$ cat config.mk
export PLATFORM = sky130hd
export DESIGN_NAME = bram_arbiter
export DESIGN_NICKNAME = d
export VERILOG_FILES = /design/src/rtl/bram_pkg.sv /design/src/rtl/bram_rd_tag_pipe.sv /design/src/rtl/bram_arbiter.sv
export SDC_FILE = /design/constraint.sdc
export NUM_CORES = 1
export LEC_CHECK = 0
export CAP_MARGIN = 15
export CORE_AREA = 2 2 100 102
export DETAILED_ROUTE_END_ITERATION = 8
export DIE_AREA = 0 0 102 104
export PLACE_DENSITY_LB_ADDON = 0.25
export SKIP_LAST_GASP = 1
export SYNTH_ARGS = -nofsm -noshare
export SYNTH_HDL_FRONTEND = slang
export SYNTH_SLANG_ARGS = --single-unit
$ cat constraint.sdc
create_clock -name clk -period 1.9 [get_ports clk]
set_clock_uncertainty 0.2 [all_clocks]
set_input_delay 0.19 -clock clk [delete_from_list [all_inputs] [get_ports clk]]
set_output_delay 0.19 -clock clk [all_outputs]
set_load 0.1 [all_outputs]
$ cat src/rtl/bram_pkg.sv
// Shared definitions for the BRAM arbiter slice.
// Holds the default BRAM geometry, the requester id type carried through the
// read-tag pipe, and the ownership encoding used by the arbiter FSM.
package bram_pkg;

  localparam int BRAM_ADDR_W = 20;
  localparam int BRAM_DATA_W = 32;

  // 0 = riscv core, 1 = UART program loader
  typedef logic port_id_t;

  typedef enum logic [1:0] {
    OWN_NONE = 2'd0,
    OWN_P0   = 2'd1,
    OWN_P1   = 2'd2
  } owner_t;

endpackage

$ cat src/rtl/bram_rd_tag_pipe.sv
// Read-tag delay line for the BRAM arbiter.
// Carries {valid, port_id} of each granted read for RD_LAT cycles so the
// returning BRAM data can be steered to the requester that issued it.
// Ports:
//   clk, rst   - clock and synchronous active-high clear of the valid bits
//   push_vld_i - a read was granted this cycle
//   push_id_i  - which port owns that read
//   pop_vld_o  - tag at the BRAM output stage is valid
//   pop_id_o   - port id of that tag
module bram_rd_tag_pipe
  import bram_pkg::*;
#(
  parameter int RD_LAT = 1
) (
  input  logic     clk,
  input  logic     rst,
  input  logic     push_vld_i,
  input  port_id_t push_id_i,
  output logic     pop_vld_o,
  output port_id_t pop_id_o
);

  logic     vld_p [RD_LAT];
  port_id_t id_p  [RD_LAT];

  // Stage 0 .. RD_LAT-1: valid bits are cleared on reset so in-flight reads
  // are dropped; the id travels alongside and needs no reset.
  always_ff @(posedge clk) begin
    if (rst) begin
      for (int i = 0; i < RD_LAT; i++) vld_p[i] <= 1'b0;
    end else begin
      vld_p[0] <= push_vld_i;
      for (int i = 1; i < RD_LAT; i++) vld_p[i] <= vld_p[i-1];
    end
  end

  always_ff @(posedge clk) begin
    id_p[0] <= push_id_i;
    for (int i = 1; i < RD_LAT; i++) id_p[i] <= id_p[i-1];
  end

  assign pop_vld_o = vld_p[RD_LAT-1];
  assign pop_id_o  = id_p[RD_LAT-1];

endmodule

$ cat src/rtl/bram_arbiter.sv
// Two-requester arbiter for the single-port BRAM shared by the riscv core
// (port 0) and the UART program loader (port 1).
// Round-robin between ports when nobody owns the BRAM; a beat with lockN=1
// keeps ownership for port N until it issues an unlocked beat. The BRAM port
// is driven combinationally from the winner, and read data comes back after
// RD_LAT cycles with a per-port valid.
// Ports:
//   clk, rst            - clock, synchronous active-high reset
//   reqN/weN/lockN      - request, write/read select, keep-ownership flag
//   adrN/wdataN         - byte address (word bits [ADDR_W+1:2] used), write data
//   gntN                - beat accepted this cycle (combinational)
//   rvalidN, rdata      - read return for port N, shared data bus
//   bram_we/addr/din    - BRAM write enable, word address, write data
//   bram_dout           - BRAM read data
// ADDR_W must be at most 29 so the word address fits in a 32-bit byte address.
module bram_arbiter
  import bram_pkg::*;
#(
  parameter int ADDR_W = BRAM_ADDR_W,
  parameter int DATA_W = BRAM_DATA_W,
  parameter int RD_LAT = 1
) (
  input  logic              clk,
  input  logic              rst,
  input  logic              req0,
  input  logic              req1,
  input  logic              we0,
  input  logic              we1,
  input  logic              lock0,
  input  logic              lock1,
  input  logic [31:0]       adr0,
  input  logic [31:0]       adr1,
  input  logic [DATA_W-1:0] wdata0,
  input  logic [DATA_W-1:0] wdata1,
  output logic              gnt0,
  output logic              gnt1,
  output logic              rvalid0,
  output logic              rvalid1,
  output logic [DATA_W-1:0] rdata,
  output logic              bram_we,
  output logic [ADDR_W-1:0] bram_addr,
  output logic [DATA_W-1:0] bram_din,
  input  logic [DATA_W-1:0] bram_dout
);

  owner_t   owner_q, owner_d;
  port_id_t prio_q,  prio_d;

  logic     tag_vld;
  port_id_t tag_id;

  // Byte-lane and out-of-range address bits are deliberately ignored.
  logic unused_adr;
  assign unused_adr = ^{adr0[31:ADDR_W+2], adr0[1:0], adr1[31:ADDR_W+2], adr1[1:0]};

  always_ff @(posedge clk) begin
    if (rst) begin
      owner_q <= OWN_NONE;
      prio_q  <= 1'b0;
    end else begin
      owner_q <= owner_d;
      prio_q  <= prio_d;
    end
  end

  // Grant selection: an owner excludes the other port even while idle.
  always_comb begin
    gnt0 = 1'b0;
    gnt1 = 1'b0;
    if (!rst) begin
      unique case (owner_q)
        OWN_P0: gnt0 = req0;
        OWN_P1: gnt1 = req1;
        default: begin
          if (req0 && req1) begin
            gnt0 = (prio_q == 1'b0);
            gnt1 = (prio_q == 1'b1);
          end else begin
            gnt0 = req0;
            gnt1 = req1;
          end
        end
      endcase
    end
  end

  // Ownership/priority update; an unlocked beat hands preference to the peer.
  always_comb begin
    owner_d = owner_q;
    prio_d  = prio_q;
    if (gnt0) begin
      owner_d = lock0 ? OWN_P0 : OWN_NONE;
      if (!lock0) prio_d = 1'b1;
    end else if (gnt1) begin
      owner_d = lock1 ? OWN_P1 : OWN_NONE;
      if (!lock1) prio_d = 1'b0;
    end
  end

  always_comb begin
    bram_we   = 1'b0;
    bram_addr = '0;
    bram_din  = '0;
    if (gnt0) begin
      bram_we   = we0;
      bram_addr = adr0[ADDR_W+1:2];
      bram_din  = wdata0;
    end else if (gnt1) begin
      bram_we   = we1;
      bram_addr = adr1[ADDR_W+1:2];
      bram_din  = wdata1;
    end
  end

  bram_rd_tag_pipe #(
    .RD_LAT (RD_LAT)
  ) u_tag_pipe (
    .clk        (clk),
    .rst        (rst),
    .push_vld_i ((gnt0 && !we0) || (gnt1 && !we1)),
    .push_id_i  (gnt1),
    .pop_vld_o  (tag_vld),
    .pop_id_o   (tag_id)
  );

  // Masking with rst drops the tag already at the output when reset lands
  // one cycle after a read grant; the pipe itself clears at the next edge.
  assign rvalid0 = tag_vld && (tag_id == 1'b0) && !rst;
  assign rvalid1 = tag_vld && (tag_id == 1'b1) && !rst;
  assign rdata   = bram_dout;

endmodule

# Yosys cells after proc, flatten, opt, wreduce, memory -nomap -nowiden
# Memory sizes are Yosys's and may differ from the RTL's.
# Index checks and enable logic that the tools add are counted.
# totals
regBits	3
latchBits	0
mem_bits_rw	2
rom_bits	0
output_inout_bits	89
memories	2
# mem_list
name	depth	width	read_ports	rd_clocked_by_memory_dff	write_ports	line	rtl
u_tag_pipe.id_p	1	1	1	0	1	bram_rd_tag_pipe.sv:24	port_id_t id_p [RD_LAT];
u_tag_pipe.vld_p	1	1	1	0	1	bram_rd_tag_pipe.sv:23	logic vld_p [RD_LAT];
# op_classes
addsub	0
mul	0
n_div	0
order_cmp	0
eq_ne	4
shifts	0
muxes	25
n_bitwise	2
n_reduce_logical	14
# ops
operator	count
$mux 32	2
$mux 20	2
$mux 1	16
$logic_and 1x1->1	7
$mux 2	3
$pmux 1 s2	2
$logic_not 1->1	3
$reduce_and 3->1	1
$eq 2x1->1 const B	1
$eq 2x2->1 const B	1
$ne 2x1->1 const B	1
$ne 2x2->1 const B	1
$not 1->1	2
$reduce_bool 2->1	1
$logic_or 1x1->1	1
$reduce_or 1->1	1

# Depth between registers and ports, before layout
# logic_depth
ltp_word	7
mapped_depth	7
ltp_nobuf	6

# Hierarchy
# From an unflattened synthesis, not the netlist that was laid out.
# unflattened
hier_cells	267
hier_area_um2	1745.4
# modules_own_cells
mod	n_inst	cells_per_inst	area_each_um2	seq_area_each_um2
bram_arbiter	1	264	1691.6	60.1
bram_rd_tag_pipe	1	3	53.8	40.0

# Least setup slack after synthesis
# No wires, ideal clock.
# synth_path
path_kind	register to output
startpoint	reg owner_q[0]
endpoint	out bram_addr[19]
t_arrival_ns	3.199
required_time_ns	1.510
path_slack_ns	-1.689
stages_incl_launch_ff	7
cell_sequence	dfxtp_1 -> inv_1 -> ha_1 -> or2_1 -> nand3_2 -> inv_2 -> o21ai_0
# synth_between
elab_chain_cells	5
# synth_lines
item	line	rtl
from (decl)	bram_arbiter.sv:46	owner_t owner_q, owner_d;
from (signal assigned)	bram_arbiter.sv:61	owner_q <= owner_d;
$eq 2x2->1 / $eq 2x1->1 (equally long branches)	bram_arbiter.sv:71	unique case (owner_q)
$pmux 1 s2	bram_arbiter.sv:71	
$mux 1	bram_arbiter.sv:70	if (!rst) begin
$mux 20	bram_arbiter.sv:108	end else if (gnt1) begin
$mux 20 (*)	bram_arbiter.sv:104	if (gnt0) begin
to (decl)	bram_arbiter.sv:41	output logic [ADDR_W-1:0] bram_addr,
# Every way passes the cells marked *; elsewhere a longest branch is shown, timed or not.

# Final worst setup path
# layout_path
startpoint	reg owner_q[0]
endpoint	out bram_addr[10]
# The elaborated chain is that of the path after synthesis.

==> impl_metrics.toml <==
[logic_synthesis]
syn_area_per_cell_um2 = 6.585
yosys.area.top_type = "nand4_1"
seq_area_frac_synth_pct = 5.714
post-synth-top-count-cell = "nand4_1"
syn_area_um2 = 1752
ys_top_cells_by_count = "nand4_1, o21ai_1, buf_4, buf_2, inv_1"
netlist_instances = 266
yosys_warnings = 0
async_reset_ff_share_pct = 0
synth_top_cell_area_share_pct = 38.21
synth-seq-cells = 5
syn-num-nets = 436
synthDistinctLibCells = 27
ys.flop_type = "dfxtp_1"
synth_area_leaders = "nand4_1, buf_4, o21ai_1"
synth_edf_count = 0

[finish]
drive_above_1_share_pct = 40.80
regArea_um2 = 102.6
fillCellCount = 867
final_util_pct = 51.18
area_delta_synth_final_pct = 179.0
diodes = 0
nets = 573
multi_input_area_um2 = 1745

[timing]
setup_ws_ps = -343.5
fin_crit_ps = 2243
rsz0062_at_grt = "yes"
max_freq_mhz = 445.7
worst_pin_slew_ps = 279.5
timing_hold_violations_final = 0
drv_slew = 0
setup_viol = 56
relSlewSlack_pct = 81.36
finalSetupTns_ps = -17060
finalCritPeriodShare_pct = 118.1

[routing]
wl_met2_um = 4983
route.detailed.wl_per_inst_um = 17.47
remaining_drc_errors = 0
met1_length_um = 3433
dr_wl_met3_um = 759
drtIter0Drc = 82
routed_wl_um = 9347
vias = 2769
dr.max_layer_used = "met4"
drtAntennaViolNets = 0
viasPerCell = 5.176
firstDrtPassIters = 4

[floorplan]
die_area_um2 = 10610
die_h_um = 104
std_cell_rows = 36
pin_count = 257
core_area_um2 = 9549
die-width_um = 102
start_util_pct = 18.34

[run]
drv_cap = 0

[pwr]
leakagePower_nw = 1.712
finalPower_mw = 2.584
cellPowerDensity_nw_per_um2 = 528.7
vdd_ir_drop_max_mv = 0.3270

[global_route]
grt_pass1_wl_um = 14260
antenna_found_initial = 0
gr-total-overflow = 0
grt_max_degree = 33
grt_use_total_pct = 16.42
grt_pass1_vias = 2836

[clock_network]
clk_pin_slew_ps = 40
cts.hold.buffers_added = 0
cts_made_buffers = 3
root_buffer = "clkbuf_8"
clk_latency_ps = 230
cts.sinks = 5
clock_path_buffers = 2
htree_levels = 1
cts_tree = "yes"

[setup_path]
reg2regPathDepth = 10
r2r_end = "owner_q[0]"
start_kind = "flop"
regToRegSetupSlack_ps = -110
cp.arrival_ps = 1850
startpoint = "owner_q[0]"
cp.required_ps = 1510
cp-end-kind = "output pin"
worst-setup-path-type = "flop to output pin"
r2r-start = "owner_q[0]"
endpoint = "bram_addr[10]"
critPathMaxFanout = 5

[place]
place.detailed.hpwl_um = 6779
routabilityCongestion = 0.7134
port_buffers = 168

[worst_hold_path]
worst_hold_path_type = "primary input to output pin"

[outcome]
status = "finished, violations left"
violations = "negative setup slack"
## kinds of logic (layout without fill, tap and decap cells)
kind of cell	count (synthesis)	count (layout)	share of synthesized area, %
adder cells (fa/ha/maj)	2	2	1.428
flip-flops	5	5	5.715
buffers and inverters	81	217	31.14
AO/OA/AOI/OAI	60	60	18.64
AND/OR/NAND/NOR	118	118	43.07
## registers in the layout, summed over array words and instances (netlist names)
register and count:
prio_q 1, owner_q 2, u_tag_pipe.id_p 1, u_tag_pipe.vld_p 1
## how the worst min path moves through the flow
stage,startpoint,endpoint,slack [ps],cells after the start
finish,bram_dout[17],rdata[17],180,0
global route,bram_dout[1],rdata[1],180,0
CTS,bram_dout[10],rdata[10],180,0
detailed placement,bram_dout[10],rdata[10],180,0
global placement,bram_dout[10],rdata[10],180,0
floorplan,rst,prio_q,60,1
## layout make-up
| class | instances | area share [%] |
|---|---|---|
| inverters | 8 | 0.7680 |
| multi-input cells | 180 | 35.71 |
| flip-flops and latches | 5 | 2.099 |
| repair buffers | 205 | 57.09 |
| clock buffers | 4 | 0.9217 |
| well taps | 133 | 3.405 |
## per-layer routing
metal,GRT usage [%],vias to the layer above
met2,30.45,124
met3,3.696,17
met1,18.18,1337
met4,4.952,0
met5,0,-
li1,-,1291
## power by group
| group | internal, mW | switching [mW] |
|---|---|---|
| clock | 0.145 | 0.0583 |
| sequential | 0.114 | 0.00592 |
| combinational | 0.924 | 1.34 |
| total | 1.18 | 1.40 |
## worst max-delay path, stage by stage, from the launching register on
cell,delay [ps]
dfxtp_2,320
inv_2,50
ha_4,230
or2_4,260
nand3_4,100
inv_8,60
buf_12,140
buf_12,130
o21ai_4,150
buf_12,190
## placed cells by master, fill, tap and decap left out, drive strengths merged
cell type      count
and3               1
nand3b             1
clkbuf             6
dlygate4sd2        1
o2111ai            1
or2                2
o211a              1
ha                 2
o22ai              1
inv                8
nand4            107
a31oi              1
dfxtp              5
nor3b              1
nor2b              2
nand3              3
a31o               1
o41ai              1
o21ai             53
clkdlybuf4s50    110
and4               1
a21oi              1
buf               92
## stage by stage
stage	hold WS (ps)	setup WS, ps	area (µm²)	cells
after floorplan	59.07	-820.8	2367	266
after global placement	180.7	-277.9	4657	522
after detailed placement	180.7	-277.3	4657	522
after CTS	180.7	-348.7	4780	532
after global routing	180.1	-416.7	4887	535
final	180.0	-343.5	4887	535
## timing repair
action	4_1_cts	5_1_grt
pin swaps	47	7
gates cloned	1	2
endpoints found under the hold margin	0	0
setup endpoints to repair	57	57
setup buffers	5	1
gates resized for setup	6	9
Power figures use the tool's default switching activity.
